--- src/rtl/if_pkg.sv ---
// Shared fetch-stage types: FSM state, next-PC select, PC increment, default halt sentinel.
package if_pkg;

    typedef enum logic [1:0] {
        IDLE = 2'd0,
        RUN  = 2'd1,
        HALT = 2'd2
    } fetch_state_e;

    typedef enum logic [1:0] {
        PC_HOLD = 2'd0,
        PC_INC4 = 2'd1,
        PC_BR   = 2'd2,
        PC_RST  = 2'd3
    } pc_sel_e;

    localparam logic [31:0] PC_INC         = 32'd4;
    localparam logic [31:0] HALT_INSTR_DEF = 32'hFFFF_FFFF;

endpackage

--- src/rtl/if_pc_next.sv ---
// Next-PC mux: hold / pc+4 / redirect target / reset vector.
// Purely combinational, 0 cycles; no flow control of its own.
module if_pc_next
    import if_pkg::*;
#(
    parameter int            PC_W     = 32,
    parameter logic [PC_W-1:0] RESET_PC = '0
) (
    input  pc_sel_e          sel_i,
    input  logic [PC_W-1:0]  pc_i,
    input  logic [PC_W-1:0]  br_target_i,
    output logic [PC_W-1:0]  pc_next_o
);

    always_comb begin
        pc_next_o = pc_i;
        unique case (sel_i)
            PC_HOLD: pc_next_o = pc_i;
            PC_INC4: pc_next_o = pc_i + PC_W'(PC_INC);
            PC_BR:   pc_next_o = br_target_i;
            PC_RST:  pc_next_o = RESET_PC;
            default: pc_next_o = pc_i;
        endcase
    end

endmodule

--- src/rtl/if_fetch_ctrl.sv ---
// Instruction-fetch controller: owns the PC, registers ROM data into a valid/ready slot.
// Latency: 1 cycle pc -> out_*; stall holds pc and slot while out_valid & !out_ready.
// IF_MISALIGN_TRAP_EN: misaligned redirect traps to HALT with sticky misalign_err.
module if_fetch_ctrl
    import if_pkg::*;
#(
    parameter int                ADDR_W     = 10,
    parameter int                DATA_W     = 32,
    parameter int                PC_W       = 32,
    parameter logic [PC_W-1:0]   RESET_PC   = 32'h0000_0000,
    parameter logic [DATA_W-1:0] HALT_INSTR = HALT_INSTR_DEF
) (
    input  logic              clk,
    input  logic              rst_n,
    input  logic              start,
    output logic [ADDR_W-1:0] rom_addr,
    input  logic [DATA_W-1:0] rom_dout,
    input  logic              br_valid,
    input  logic [PC_W-1:0]   br_target,
    output logic              out_valid,
    input  logic              out_ready,
    output logic [DATA_W-1:0] out_instr,
    output logic [PC_W-1:0]   out_pc,
    output logic              halted,
    output logic              misalign_err
);

`ifdef IF_MISALIGN_TRAP_EN
    localparam bit TRAP_EN = 1'b1;
`else
    localparam bit TRAP_EN = 1'b0;
`endif

    fetch_state_e      state_q, state_d;
    pc_sel_e           pc_sel;
    logic [PC_W-1:0]   pc_q, pc_d;
    logic              out_valid_q, out_valid_d;
    logic [DATA_W-1:0] out_instr_q;
    logic [PC_W-1:0]   out_pc_q;
    logic              halted_q;
    logic              misalign_q, misalign_d;
    logic              capture;
    logic              slot_free;
    logic              misalign_br;
    logic [PC_W-1:0]   br_tgt_al;

    assign slot_free   = !out_valid_q || out_ready;
    assign misalign_br = TRAP_EN && br_valid && (br_target[1:0] != 2'b00);
    // Without the trap, low target bits are silently dropped to keep fetches word aligned.
    assign br_tgt_al   = TRAP_EN ? br_target : {br_target[PC_W-1:2], 2'b00};

    always_comb begin
        state_d     = state_q;
        pc_sel      = PC_HOLD;
        out_valid_d = out_valid_q && !out_ready;
        capture     = 1'b0;
        misalign_d  = misalign_q;

        if (misalign_br) begin
            misalign_d  = 1'b1;
            out_valid_d = 1'b0;
            state_d     = HALT;
        end else begin
            unique case (state_q)
                IDLE: begin
                    if (br_valid) pc_sel = PC_BR;
                    if (start)    state_d = RUN;
                end
                HALT: begin
                    if (br_valid)               pc_sel = PC_BR;
                    if (start && !misalign_q)   state_d = RUN;
                end
                RUN: begin
                    if (br_valid) begin
                        pc_sel      = PC_BR;
                        out_valid_d = 1'b0;
                    end else if (slot_free) begin
                        capture     = 1'b1;
                        pc_sel      = PC_INC4;
                        out_valid_d = 1'b1;
                        // The sentinel itself is still handed to decode.
                        if (rom_dout == HALT_INSTR) state_d = HALT;
                    end
                end
                default: state_d = IDLE;
            endcase
        end
    end

    if_pc_next #(
        .PC_W     (PC_W),
        .RESET_PC (RESET_PC)
    ) u_pc_next (
        .sel_i       (pc_sel),
        .pc_i        (pc_q),
        .br_target_i (br_tgt_al),
        .pc_next_o   (pc_d)
    );

    always_ff @(posedge clk or negedge rst_n) begin
        if (!rst_n) begin
            state_q     <= IDLE;
            pc_q        <= RESET_PC;
            out_valid_q <= 1'b0;
            out_instr_q <= '0;
            out_pc_q    <= '0;
            halted_q    <= 1'b0;
            misalign_q  <= 1'b0;
        end else begin
            state_q     <= state_d;
            pc_q        <= pc_d;
            out_valid_q <= out_valid_d;
            halted_q    <= (state_d == HALT);
            misalign_q  <= misalign_d;
            if (capture) begin
                out_instr_q <= rom_dout;
                out_pc_q    <= pc_q;
            end
        end
    end

    assign rom_addr     = pc_q[ADDR_W+1:2];
    assign out_valid    = out_valid_q;
    assign out_instr    = out_instr_q;
    assign out_pc       = out_pc_q;
    assign halted       = halted_q;
    assign misalign_err = misalign_q;

endmodule

--- config.mk ---
export PLATFORM = sky130hd
export DESIGN_NAME = if_fetch_ctrl
export DESIGN_NICKNAME = d
export VERILOG_FILES = /design/src/rtl/if_pkg.sv /design/src/rtl/if_pc_next.sv /design/src/rtl/if_fetch_ctrl.sv
export SDC_FILE = /design/constraint.sdc
export NUM_CORES = 1
export LEC_CHECK = 0
export ABC_AREA = 1
export BUFFER_PORTS_ARGS = -buffer_cell sky130_fd_sc_hd__buf_2
export CAP_MARGIN = 20
export CORE_UTILIZATION = 52
export DETAILED_ROUTE_END_ITERATION = 6
export HOLD_SLACK_MARGIN = 0.12
export PLACE_DENSITY = 0.86
export SLEW_MARGIN = 15
export SYNTH_ARGS = -nofsm -noshare
export SYNTH_HDL_FRONTEND = slang
export SYNTH_SLANG_ARGS = --single-unit
--- constraint.sdc ---
create_clock -name clk -period 1.85 [get_ports clk]
set_input_delay 0.0925 -clock clk [delete_from_list [all_inputs] [get_ports clk]]
set_output_delay 0.0925 -clock clk [all_outputs]
set_load 0.01 [all_outputs]
==> flow_summary_export.csv, run 1 <==
group,metric,value,unit
die,die_y,99.3,µm
clock_network,cts-root-buf,"clkbuf_8",
logic_synthesis,synth_compound_area_share,7.30,%
logic_synthesis,synthCells,659,
logic_synthesis,synth_cell_type_count,28,
detailed_routing,routed-via-count,5166,
timing,hold_viol_final,0,
timing,setup_tns,0,ps
die,rows,35,
grt,grt_util_met2,55.0,%
logic_synthesis,synth_top_family_by_area,"simple AND/OR/NAND/NOR gates",
cells_and_area,final_common_cell,"nand2_1",
timing,drv_slew,0,
pwr,comb_power_share,27.9,%
cells_and_area,antenna_cells,0,
timing,timing.final.crit_period,1630,ps
clock_network,clk_latency,380,ps
die,dieArea,9850,µm²
grt,grt_pass1_wl,24.5,mm
clock_network,numCtsBuffers,9,
pwr,irDropWorstVdd,618,µV
placement,post_dp_cell_area,5690,µm²
placement,dp_hpwl,9.47,mm
setup_path,required,2110,ps
flow_run,cap_violations,0,
timing,timing.fmax,613,MHz
setup_path,cp-end-kind,"register",
pwr,total_leakage_power,0.00346,µW
logic_synthesis,ys_warn_count,0,
placement,pre_cts_ws,232,ps
detailed_routing,via_per_inst,5.31,
die,initial_core_util,53.5,%
logic_synthesis,muxShareOfSynthArea,0,%
timing,setup_slack,219,ps
logic_synthesis,yosysSeqAreaShare,48.8,%
detailed_routing,drt-initial-drc-count,268,
placement,io_buffers,140,
pwr,power.switching,2140,µW
logic_synthesis,ys_ff_latch,96,
hold_path,hp-class,"input pin to asynchronous set/reset pin",
grt,antenna_found_initial,0,
clock_network,path_clk_slew,110,ps
clock_network,cts_setup_buffers,0,
pwr,p_int,3810,µW
pwr,clockPowerShare,25.2,%
setup_path,crit_type,"register to register",
logic_synthesis,avgSynthCellArea,7.46,µm²
timing,fin_skew,16.6,ps
detailed_routing,routedWlPerCell,15.2,µm
die,boundaryPins,146,
cells_and_area,design_area,6560,µm²
cells_and_area,syn_to_final_growth,33.4,%
detailed_routing,first_pass_iters,5,
clock_network,htreeDepth,3,
detailed_routing,ant_nets,0,
setup_path,startpoint_type,"register",
setup_path,critPathArrivalTime,1890,ps
cells_and_area,layout_common_cells,"nand2_1 (270), buf_2 (139), dfrtp_1 (96)",
timing,rsz0062_at_grt,"false",
status,status,"finished, final reports clean",
clock_network,cts_tree,"done",
pwr,pwr_density_cell,907,nW/µm²
detailed_routing,drt-total-wl,14.8,mm
setup_path,rrSetupSlack,220,ps
setup_path,reg2reg_to,"pc_q[20]",
grt,grt_pass1_vias,5282,
pwr,pwr-share-seq,46.8,%
grt,grt_start_max_net_pins,38,
clock_network,clockBufferDepth,2,
grt,grt.total_usage,31.5,%
logic_synthesis,synth_xor_area_share,1.42,%
grt,use_met3,7.38,%
setup_path,reg2reg_from,"pc_q[3]",
logic_synthesis,synth-simple-area-share,32.9,%
setup_path,crit_fanout,5,
pwr,swShare,35.9,%
logic_synthesis,synth_fa_ha_area_share,0.254,%
grt,busiest_layer,"met2",
die,coreArea,9200,µm²
timing,post-route-period-util,88.1,%
detailed_routing,drc,0,
clock_network,cts.sinks,96,
timing,setup_viol,0,
cells_and_area,drive_gt1_share,22.2,%
cells_and_area,nets,927,
placement,gp_congestion,0.895,
setup_path,reg2reg_depth,8,
grt,grtUsageMet1,37.3,%
grt,overflow,0,
logic_synthesis,syn_area,4920,µm²
die,dieWidth,99.3,µm
## critical path, stage by stage, from the launching register on
cell     delay, ps
dfrtp_1        430
ha_1           230
inv_1           80
nor2_4         180
nand2_2        110
nor2_1         150
nand2_1         90
o21ai_1        140
nand3_1         90
## layout make-up
class / count / area (µm²)
flip-flops and latches: 96 / 2400
clock inverters: 7 / 86.3
inverters: 66 / 248
multi-input cells: 464 / 2070
fillers: 700 / 2630
clock buffers: 9 / 124
repair buffers: 220 / 1490
well taps: 111 / 139
## sequential cells by signal (all words and copies together), names as in the netlist
signal and cells:
out_instr 32, out_pc 30, pc_q 30, state_q 2, halted 1, out_valid 1
## power by group through the flow
stage	logic (µW)	registers (µW)	clock network (µW)
2_1_floorplan	795	2900	0
3_5_place_dp	1520	2800	0
4_1_cts	1630	2770	1520
3_3_place_gp	1470	2780	0
6_report	1660	2790	1500
5_1_grt	1850	2830	1590
## repair_timing
| action | 4_1_cts | 5_1_grt |
|---|---|---|
| resized for setup | 0 | 0 |
| hold buffers | 66 | 0 |
| hold endpoints to repair | 162 | 0 |
## metrics by stage
step | util [%] | hold WS (ps) | instances | total power (µW)
finish | 71.4 | 166 | 973 | 5950
global route | 71.4 | 185 | 973 | 6280
CTS | 71.4 | 161 | 973 | 5920
detailed placement | 61.9 | 14.1 | 891 | 4320
global placement | 61.9 | 12.3 | 891 | 4250
floorplan | - | -203 | 661 | 3690
## layer usage
layer	routed length [µm]	share of wire, %
met1	5860	40
met2	7380	50
met3	1080	7.3
met4	498	3.4
met5	0	0
## how the worst max path moves through the flow
stage / cells past startpoint / slack [ps] / end / start
6_report: 8 / 220 / pc_q[20] / pc_q[3]
3_5_place_dp: 8 / 230 / pc_q[20] / pc_q[3]
3_3_place_gp: 8 / 360 / pc_q[20] / pc_q[3]
5_1_grt: 8 / 70 / pc_q[20] / pc_q[3]
2_1_floorplan: 8 / 400 / pc_q[24] / pc_q[2]
4_1_cts: 8 / 220 / pc_q[20] / pc_q[3]
## Yosys cell counts (all sizes together)
| cell | number | area share (%) |
|---|---|---|
| nand3b | 2 | 0.31 |
| o21bai | 2 | 0.31 |
| nand4 | 6 | 0.76 |
| clkbuf | 5 | 0.38 |
| dfrtp | 96 | 49 |
| nor3 | 5 | 0.51 |
| nand2 | 274 | 21 |
| nor2 | 61 | 5.9 |
| a21oi | 1 | 0.10 |
| nand3 | 37 | 4.3 |
| ha | 1 | 0.25 |
| xnor2 | 1 | 0.18 |
| clkinv | 1 | 0.076 |
| o21ai | 57 | 5.8 |
| o221ai | 1 | 0.18 |
| o211ai | 6 | 0.92 |
| inv | 65 | 5.0 |
| xor2 | 7 | 1.2 |
| buf | 30 | 3.8 |
| conb | 1 | 0.076 |
## kinds of logic (layout without fill, tap and decap cells)
logic type | count (synthesis) | in the layout
AND/OR/NAND/NOR | 385 | 385
buffers and inverters | 101 | 302
flip-flops | 96 | 96
AO/OA/AOI/OAI | 67 | 67
XOR/XNOR | 8 | 8
adder cells (fa/ha/maj) | 1 | 1
other | 1 | 3
No activity file was read; power rests on OpenSTA's default activity.
==> inputs of run 2 (changes only) <==
==> constraint.sdc (replaced) <==
create_clock -name clk -period 1.7 [get_ports clk]
set_input_delay 0.085 -clock clk [delete_from_list [all_inputs] [get_ports clk]]
set_output_delay 0.085 -clock clk [all_outputs]
set_load 0.01 [all_outputs]
==> run 2 against run 1 <==
Compared with the run above:
- global-route usage shrank 0.88 points
- clock skew shrank 3.9 ps
- design area shrank 0.27%
- final cell count shrank 0.21%
- flip-flop and latch count is the same
- critical endpoint is now out_instr[5]
- largest power group unchanged
==> flow_summary_export.csv, run 2 (synthesis gave the netlist of run 1 again) <==
group,metric,value,unit
status,status,"finished, final reports clean",
placement,post_dp_cell_area,5680,µm²
pwr,pwr_density_cell,953,nW/µm²
detailed_routing,first_pass_iters,4,
die,dieArea,9850,µm²
detailed_routing,routedWlPerCell,14.6,µm
timing,drv_slew,0,
setup_path,crit_fanout,20,
detailed_routing,drt-initial-drc-count,400,
timing,timing.final.crit_period,1560,ps
setup_path,slowest_stage,"dfrtp_1",
cells_and_area,nets,926,
hold_path,hp-class,"input pin to asynchronous set/reset pin",
die,die_y,99.3,µm
pwr,total_leakage_power,0.00345,µW
timing,fin_skew,12.7,ps
die,dieWidth,99.3,µm
setup_path,max_stage_delay,430,ps
detailed_routing,routed-via-count,4991,
placement,gp_congestion,0.901,
detailed_routing,via_per_inst,5.14,
flow_run,cap_violations,0,
setup_path,startpoint_type,"register",
timing,setup_tns,0,ps
grt,overflow,0,
setup_path,cp_common_cell,"nand2_1",
setup_path,cp-end-kind,"register",
timing,setup_viol,0,
setup_path,crit_family,"simple AND/OR/NAND/NOR gates",
clock_network,cts-root-buf,"clkbuf_8",
cells_and_area,final_common_cell,"nand2_1",
grt,grt.total_usage,30.7,%
timing,hold_viol_final,0,
cells_and_area,antenna_cells,0,
cells_and_area,postLayoutCoreUtil,71.2,%
cells_and_area,layout_common_cells,"nand2_1 (270), buf_2 (139), dfrtp_1 (96)",
cells_and_area,design_area,6550,µm²
setup_path,required,1990,ps
die,initial_core_util,53.5,%
cells_and_area,multi_input_area,2070,µm²
grt,grt_pass1_vias,5188,
pwr,irDropWorstVdd,625,µV
clock_network,clockBufferDepth,2,
die,rows,35,
clock_network,cts_tree,"done",
setup_path,cp_cell_sequence,"nor2_4, nand3_4, clkinv_2, buf_4, nand2_1, nand2_1",
placement,dp_hpwl,9.09,mm
timing,whs,212,ps
cells_and_area,drive_gt1_share,22.0,%
placement,io_buffers,140,
detailed_routing,drc,0,
pwr,total_power,6240,µW
cells_and_area,regArea,2400,µm²
grt,antenna_found_initial,0,
timing,rsz0062_at_grt,"false",
timing,post-route-period-util,91.9,%
setup_path,critPathArrivalTime,1850,ps
clock_network,cts.sinks,96,
detailed_routing,ant_nets,0,
die,coreArea,9200,µm²
cells_and_area,largest_reg_flops,32,
setup_path,crit_type,"register to register",
clock_network,path_clk_slew,100,ps
timing,timing.max_slew.rel_slack,66.4,%
timing,timing.fmax,640,MHz
detailed_routing,drt-total-wl,14.1,mm
grt,grt_pass1_wl,24.1,mm
clock_network,clk_latency,360,ps
clock_network,htreeDepth,3,
grt,grt_start_max_net_pins,37,
setup_path,crit_buf_inv,2,
timing,worstMarginPinSlew,500,ps
die,boundaryPins,146,
cells_and_area,n_fill_cell,700,
clock_network,numCtsBuffers,9,
cells_and_area,syn_to_final_growth,33.1,%
-- run 2: cell types whose count changed in the layout (fill, tap and decap cells not counted), moves of 2 or more --
cell and change:
inv_8 -2, clkinv_2 +2, buf_4 -2, clkbuf_8 +2, inv_6 -2
-- run 2: worst paths after layout --
path | from | end | slack (ps) | depth (start not counted)
max reg2reg | state_q[1] | out_instr[5] | 140 | 6
max in group asynchronous | rst_n | pc_q[22] | 940 | 3
min in group clk | br_target[2] | pc_q[2] | 470 | 4
min reg2reg | out_instr[2] | out_instr[2] | 490 | 2
min | rst_n | out_pc[8] | 210 | 2
max | state_q[1] | out_instr[5] | 140 | 6
-- run 2: worst register-to-register path: stages, from the launching register on --
cell,delay [ps]
dfrtp_1,430
nor2_4,190
nand3_4,140
clkinv_2,220
buf_4,290
nand2_1,120
nand2_1,100
-- run 2: power by group --
part | total (µW) | switching [µW] | leakage, µW | internal (µW)
clock | 1410 | 801 | 0.0000914 | 608
sequential | 3020 | 319 | 0.00117 | 2700
combinational | 1810 | 1070 | 0.00219 | 745
-- run 2: repair_timing --
action / CTS / global route
resized for setup: 0 / 2
setup endpoints to repair: 0 / 3
buffers inserted: 0 / 2
endpoints found under the hold margin: 162 / 0
hold buffers: 66 / 0
-- run 2: routing by layer --
metal / global-route usage [%] / wire, µm / up-vias
met3: 8.22 / 1070 / 33
met4: 10.2 / 320 / 0
met1: 37.8 / 5820 / 2327
met2: 52.3 / 6930 / 209
met5: 0 / 0 / -
li1: - / - / 2422
-- run 2: through the flow --
stage	cells	worst slack, ps
finish	971	138
CTS	969	126
floorplan	661	253
global route	971	20.1
global placement	888	195
detailed placement	888	147
-- run 2: area by class of cell --
type	count	share of cell area [%]
multi-input combinational	464	31.7
timing repair buffer	219	22.9
clock inverter	4	0.459
clock buffer	11	2.31
sequential	96	36.7
inverter	66	3.80
tap	111	2.12
